File: config.mk
export PLATFORM = sky130hd
export DESIGN_NAME = rom_burst_arbiter
export DESIGN_NICKNAME = d
export VERILOG_FILES = /design/src/rtl/rom_burst_arbiter.sv
export SDC_FILE = /design/constraint.sdc
export NUM_CORES = 1
export LEC_CHECK = 0
export CAP_MARGIN = 20
export CORE_UTILIZATION = 38
export CTS_CLUSTER_DIAMETER = 200
export DETAILED_ROUTE_END_ITERATION = 7
export PLACE_DENSITY = 0.76
export SLEW_MARGIN = 20
export SYNTH_ARGS = -nofsm -noshare
export SYNTH_HDL_FRONTEND = slang
export SYNTH_SLANG_ARGS = --single-unit
File: constraint.sdc
create_clock -name clk -period 1.68 [get_ports clk]
set_input_delay 0.168 -clock clk [delete_from_list [all_inputs] [get_ports clk]]
set_output_delay 0.168 -clock clk [all_outputs]
set_load 0.02 [all_outputs]
File: src/rtl/rom_burst_arbiter.sv
// Round-robin arbiter that lets two requesters stream bursts of consecutive
// words out of one shared combinational ROM over a valid/ready interface.
module rom_burst_arbiter #(
  parameter int ADDR_W = 4,
  parameter int DATA_W = 16
) (
  input  logic              clk,
  input  logic              rst_n,
  input  logic              req0,
  input  logic [ADDR_W-1:0] start0,
  input  logic [ADDR_W-1:0] len0,
  output logic              gnt0,
  input  logic              req1,
  input  logic [ADDR_W-1:0] start1,
  input  logic [ADDR_W-1:0] len1,
  output logic              gnt1,
  output logic [ADDR_W-1:0] rom_addr,
  input  logic [DATA_W-1:0] rom_data,
  output logic [DATA_W-1:0] out_data,
  output logic              out_valid,
  input  logic              out_ready,
  output logic              out_id,
  output logic              out_last,
  output logic              busy
);

  typedef enum logic {IDLE, STREAM} state_t;

  state_t            state;
  logic [ADDR_W-1:0] count;
  logic              last_gnt;  // 1 when requester 1 was granted most recently

  assign out_data = rom_data;

  always_ff @(posedge clk or negedge rst_n) begin
    if (!rst_n) begin
      state     <= IDLE;
      rom_addr  <= '0;
      count     <= '0;
      out_valid <= 1'b0;
      out_id    <= 1'b0;
      out_last  <= 1'b0;
      gnt0      <= 1'b0;
      gnt1      <= 1'b0;
      busy      <= 1'b0;
      last_gnt  <= 1'b1;
    end else begin
      gnt0 <= 1'b0;
      gnt1 <= 1'b0;
      case (state)
        IDLE: begin
          if (req0 && (!req1 || last_gnt)) begin
            gnt0      <= 1'b1;
            rom_addr  <= start0;
            count     <= len0;
            out_id    <= 1'b0;
            out_last  <= (len0 == '0);
            out_valid <= 1'b1;
            busy      <= 1'b1;
            last_gnt  <= 1'b0;
            state     <= STREAM;
          end else if (req1) begin
            gnt1      <= 1'b1;
            rom_addr  <= start1;
            count     <= len1;
            out_id    <= 1'b1;
            out_last  <= (len1 == '0);
            out_valid <= 1'b1;
            busy      <= 1'b1;
            last_gnt  <= 1'b1;
            state     <= STREAM;
          end
        end
        STREAM: begin
          // Without out_ready everything holds, keeping out_data stable.
          if (out_ready) begin
            if (count == '0) begin
              out_valid <= 1'b0;
              busy      <= 1'b0;
              out_last  <= 1'b0;
              state     <= IDLE;
            end else begin
              rom_addr <= rom_addr + 1'b1;
              count    <= count - 1'b1;
              out_last <= (count == ADDR_W'(1));
            end
          end
        end
        default: state <= IDLE;
      endcase
    end
  end

endmodule
==> results.txt <==
number of ports placed on the die boundary: 63
run status: finished, final reports clean
mean routed wirelength per cell: 14.2 um
number of antenna violations at the first check in global routing: 0
Port Buffer Count: 30
R2R Setup Slk: 80 ps
Yosys top cell area share: 32.3%
beginning of the critical path: count[1]
number of detailed-routing iterations run before antenna repair: 4
worst r2r dst: count[1]
Period minus WS final: 1600 ps
H-tree levels: 1
area taken by flip-flops and latches: 377 sq um
Final Cycle Share: 95.3%
leakage dissipation: 0.595 nW
switching share of power: 40.5%
maximum buffer depth of the clock tree: 2
multiplexer fraction of the synthesized cell area: 1.04%
routed vias: 962
fin worst setup slack: 78.4 ps
combined area of all synthesized cells: 0.00108 sq mm
number of hold-slack violations in the final timing report: 0
core box area: 0.00273 sq mm
fill cell total of the finished layout: 254
net total in the final layout: 184
Pint: 0.00124 W
count of placed standard cells including taps: 169
Worst path depth: 6
cts bufs inserted: 3
power density over the cells: 1500 mW/mm^2
worst hold path class: input port to async pin
global-route wire length before repair: 3970 um
dominant combinational cell family by area after synthesis: compound AO/OA/AOI/OAI gates
Mean Syn Cell Area: 9.04 sq um
Worst slew margin: 75.6%
clock slew at the register clock pins of the worst setup and hold paths: 100 ps
Setup-failing EPs final: 0
final-layout setup total negative slack: 0 ps
TritonCTS clock tree: done
worst hold slack: 188 ps
cell taking the most area after synthesis: sky130_fd_sc_hd__dfrtp_1
critical path start-end classification: flip-flop to flip-flop
width of the chip: 55.4 um
cells traversed along the worst timing path: inv_1 > ha_1 > nor3b_1 > o22a_2 > a21oi_1 > a22o_1
total wirelength of the detailed-routed design: 2470 um
Sw Pwr: 0.000843 W
maximum cell stage delay along the critical path: 410 ps
pin count of the biggest net entering global routing: 25
most common cell after layout, fill and taps aside: sky130_fd_sc_hd__clkdlybuf4s50_1
grt total ovfl: 0
Adder-Cell Fraction of Synth Area: 3.46%
compound-gate portion of the synthesized area: 21.8%
Pins Over Slew Limit: 0
multi-input gate area in the final layout: 523 sq um
portion of the post-synthesis area used by sequential elements: 34.7%
total track usage: 16.5%
area overhead of the layout relative to synthesis: 27.8%
type of element launching the critical path: flip-flop
number of standard-cell rows in the floorplan: 19
post-synthesis instance total: 120
actual transition at the worst max-transition pin: 362 ps
number of flip-flops and latches in the synthesized netlist: 15
Final HPWL DP: 1870 um
startpoint of the worst-slack reg-to-reg timing path: count[1]
total power consumption of the routed design: 0.00208 W
hold-fix buffer count after cts: 0
clock group share of total power: 10.4%
Unique masters post-synth: 41
average vias per placed instance: 5.53
DRC Markers: 0
CP Data Required Time: 1870 ps
share of layout cells above drive strength 1: 20.3%
highest-count cells in the layout ignoring fill and taps: sky130_fd_sc_hd__clkdlybuf4s50_1 (30), sky130_fd_sc_hd__dfrtp_1 (14), sky130_fd_sc_hd__buf_4 (13)
Worst-Skew Late Latency: 290 ps
reg2reg path depth: 6
CP top delay family: compound AO/OA/AOI/OAI gates
residual antenna-violating net count after detailed routing: 0
clock sink total: 15
highest-delay cell along the critical path: sky130_fd_sc_hd__dfrtp_1
Post-Place Worst Slack: -84.7 ps
Synth area leaders: sky130_fd_sc_hd__dfrtp_1 (32%), sky130_fd_sc_hd__buf_4 (12%), sky130_fd_sc_hd__a21oi_1 (5.1%), sky130_fd_sc_hd__ha_1 (3.5%), sky130_fd_sc_hd__a22o_1 (3.2%)
number of maximum-capacitance constraint violations: 0
synthesized-area fraction occupied by and/or/nand/nor cells: 19.7%
root buffer cell: sky130_fd_sc_hd__clkbuf_4
Setup crit end kind: flip-flop
critical path arrival: 1790 ps
synthesized netlist net count: 160
floorplan die area: 0.00307 sq mm
sum of buffers and inverters on the critical path: 1
worst clock skew: 1.82 ps
number of warnings issued by yosys: 0
part of the total power dissipated in combinational logic: 56.7%
Non-Filler Instances: 174
Diodes inserted: 0
initial drt markers: 18
portion of total power attributed to sequential cells: 32.9%
via count of the first global-routing pass: 894
maximum achievable frequency: 624 MHz
RSZ-0062 raised after global routing: no
Initial Utilization: 39.7%
largest fanout on the critical path: 14
Placer Congestion: 0.822
worst IR drop on VDD: 707 uV
chip height: 55.4 um
area share of xor/xnor cells in the synthesized design: 1.61%
==> worst max path at each step <==
stage	end	slack [ps]
5_1_grt	rom_addr[3]	7
4_1_cts	out_last	50
2_1_floorplan	count[1]	170
3_3_place_gp	out_last	-30
3_5_place_dp	rom_addr[3]	-80
6_report	count[1]	80
==> timing repair <==
action | 4_1_cts | 5_1_grt
resized for setup | 1 | 1
hold endpoints to repair | 0 | 0
buffers inserted | 0 | 1
cloned | 0 | 0
pin swaps | 0 | 1
setup endpoints to repair | 5 | 1
==> layer usage <==
layer | vias to the layer above | part of all wire (%) | global-route usage, % | routed length [um]
met5 | - | 0 | 0 | 0
met4 | 0 | 2.0 | 8.21 | 50
met3 | 10 | 6.9 | 5.85 | 170
met2 | 46 | 48 | 27.4 | 1180
met1 | 445 | 43 | 18.7 | 1070
li1 | 461 | - | - | -
==> worst reg2reg max path, stage by stage, from the launching register on <==
cell,delay (ps)
sky130_fd_sc_hd__dfrtp_1,410
sky130_fd_sc_hd__inv_1,80
sky130_fd_sc_hd__ha_1,160
sky130_fd_sc_hd__nor3b_1,230
sky130_fd_sc_hd__o22a_2,340
sky130_fd_sc_hd__a21oi_1,80
sky130_fd_sc_hd__a22o_1,210
==> layout make-up <==
class	instances	area share [%]
clock buffers	3	1.62
inverters	6	1.62
clock inverters	1	0.361
flip-flops and latches	15	27.2
well taps	31	2.80
repair buffers	43	28.7
multi-input cells	75	37.7
==> metrics by stage <==
step	cell area (sq um)	utilization, %
3_3_place_gp	1350	49.2
2_1_floorplan	1080	-
3_5_place_dp	1350	49.2
5_1_grt	1390	50.7
4_1_cts	1370	50.3
6_report	1390	50.7
==> power groups by stage <==
stage	logic, W	registers, W	clock network, W
final	0.00118	0.000685	0.000217
after detailed placement	0.00115	0.000693	0
after global routing	0.00129	0.000712	0.000241
after floorplan	0.000726	0.000756	0
after CTS	0.00116	0.000687	0.000226
after global placement	0.00113	0.000683	0
==> sequential cells by signal, indices dropped and copies added (netlist names) <==
| register | flops |
|---|---|
| gnt0 | 1 |
| out_last | 1 |
| gnt1 | 1 |
| last_gnt | 1 |
| state | 1 |
| rom_addr | 4 |
| out_id | 1 |
| count | 4 |
| busy | 1 |
==> Yosys cell counts (all sizes together) <==
cell	n
clkbuf	1
nor4	2
nor2b	1
or4	1
a211o	3
xnor2	1
a31o	2
nand2	7
a211oi	1
ha	3
a21boi	1
dfrtp	14
buf	23
xor2	1
o22a	2
a21oi	11
inv	6
and2	2
and3	6
or2b	1
a221oi	1
mux2	1
o31ai	3
nand2b	2
nor3b	1
dfstp	1
nor3	5
nand3	4
a2111oi	1
o21ai	3
o31a	1
or4b	1
nor2	3
a22o	4
==> cells by family after synthesis <==
logic type      Yosys count
flops                    15
compound gates           33
simple gates             36
fa+ha+maj                 3
mux                       1
buf+inv                  30
xor+xnor                  2
(Power assumes the default switching activity.)
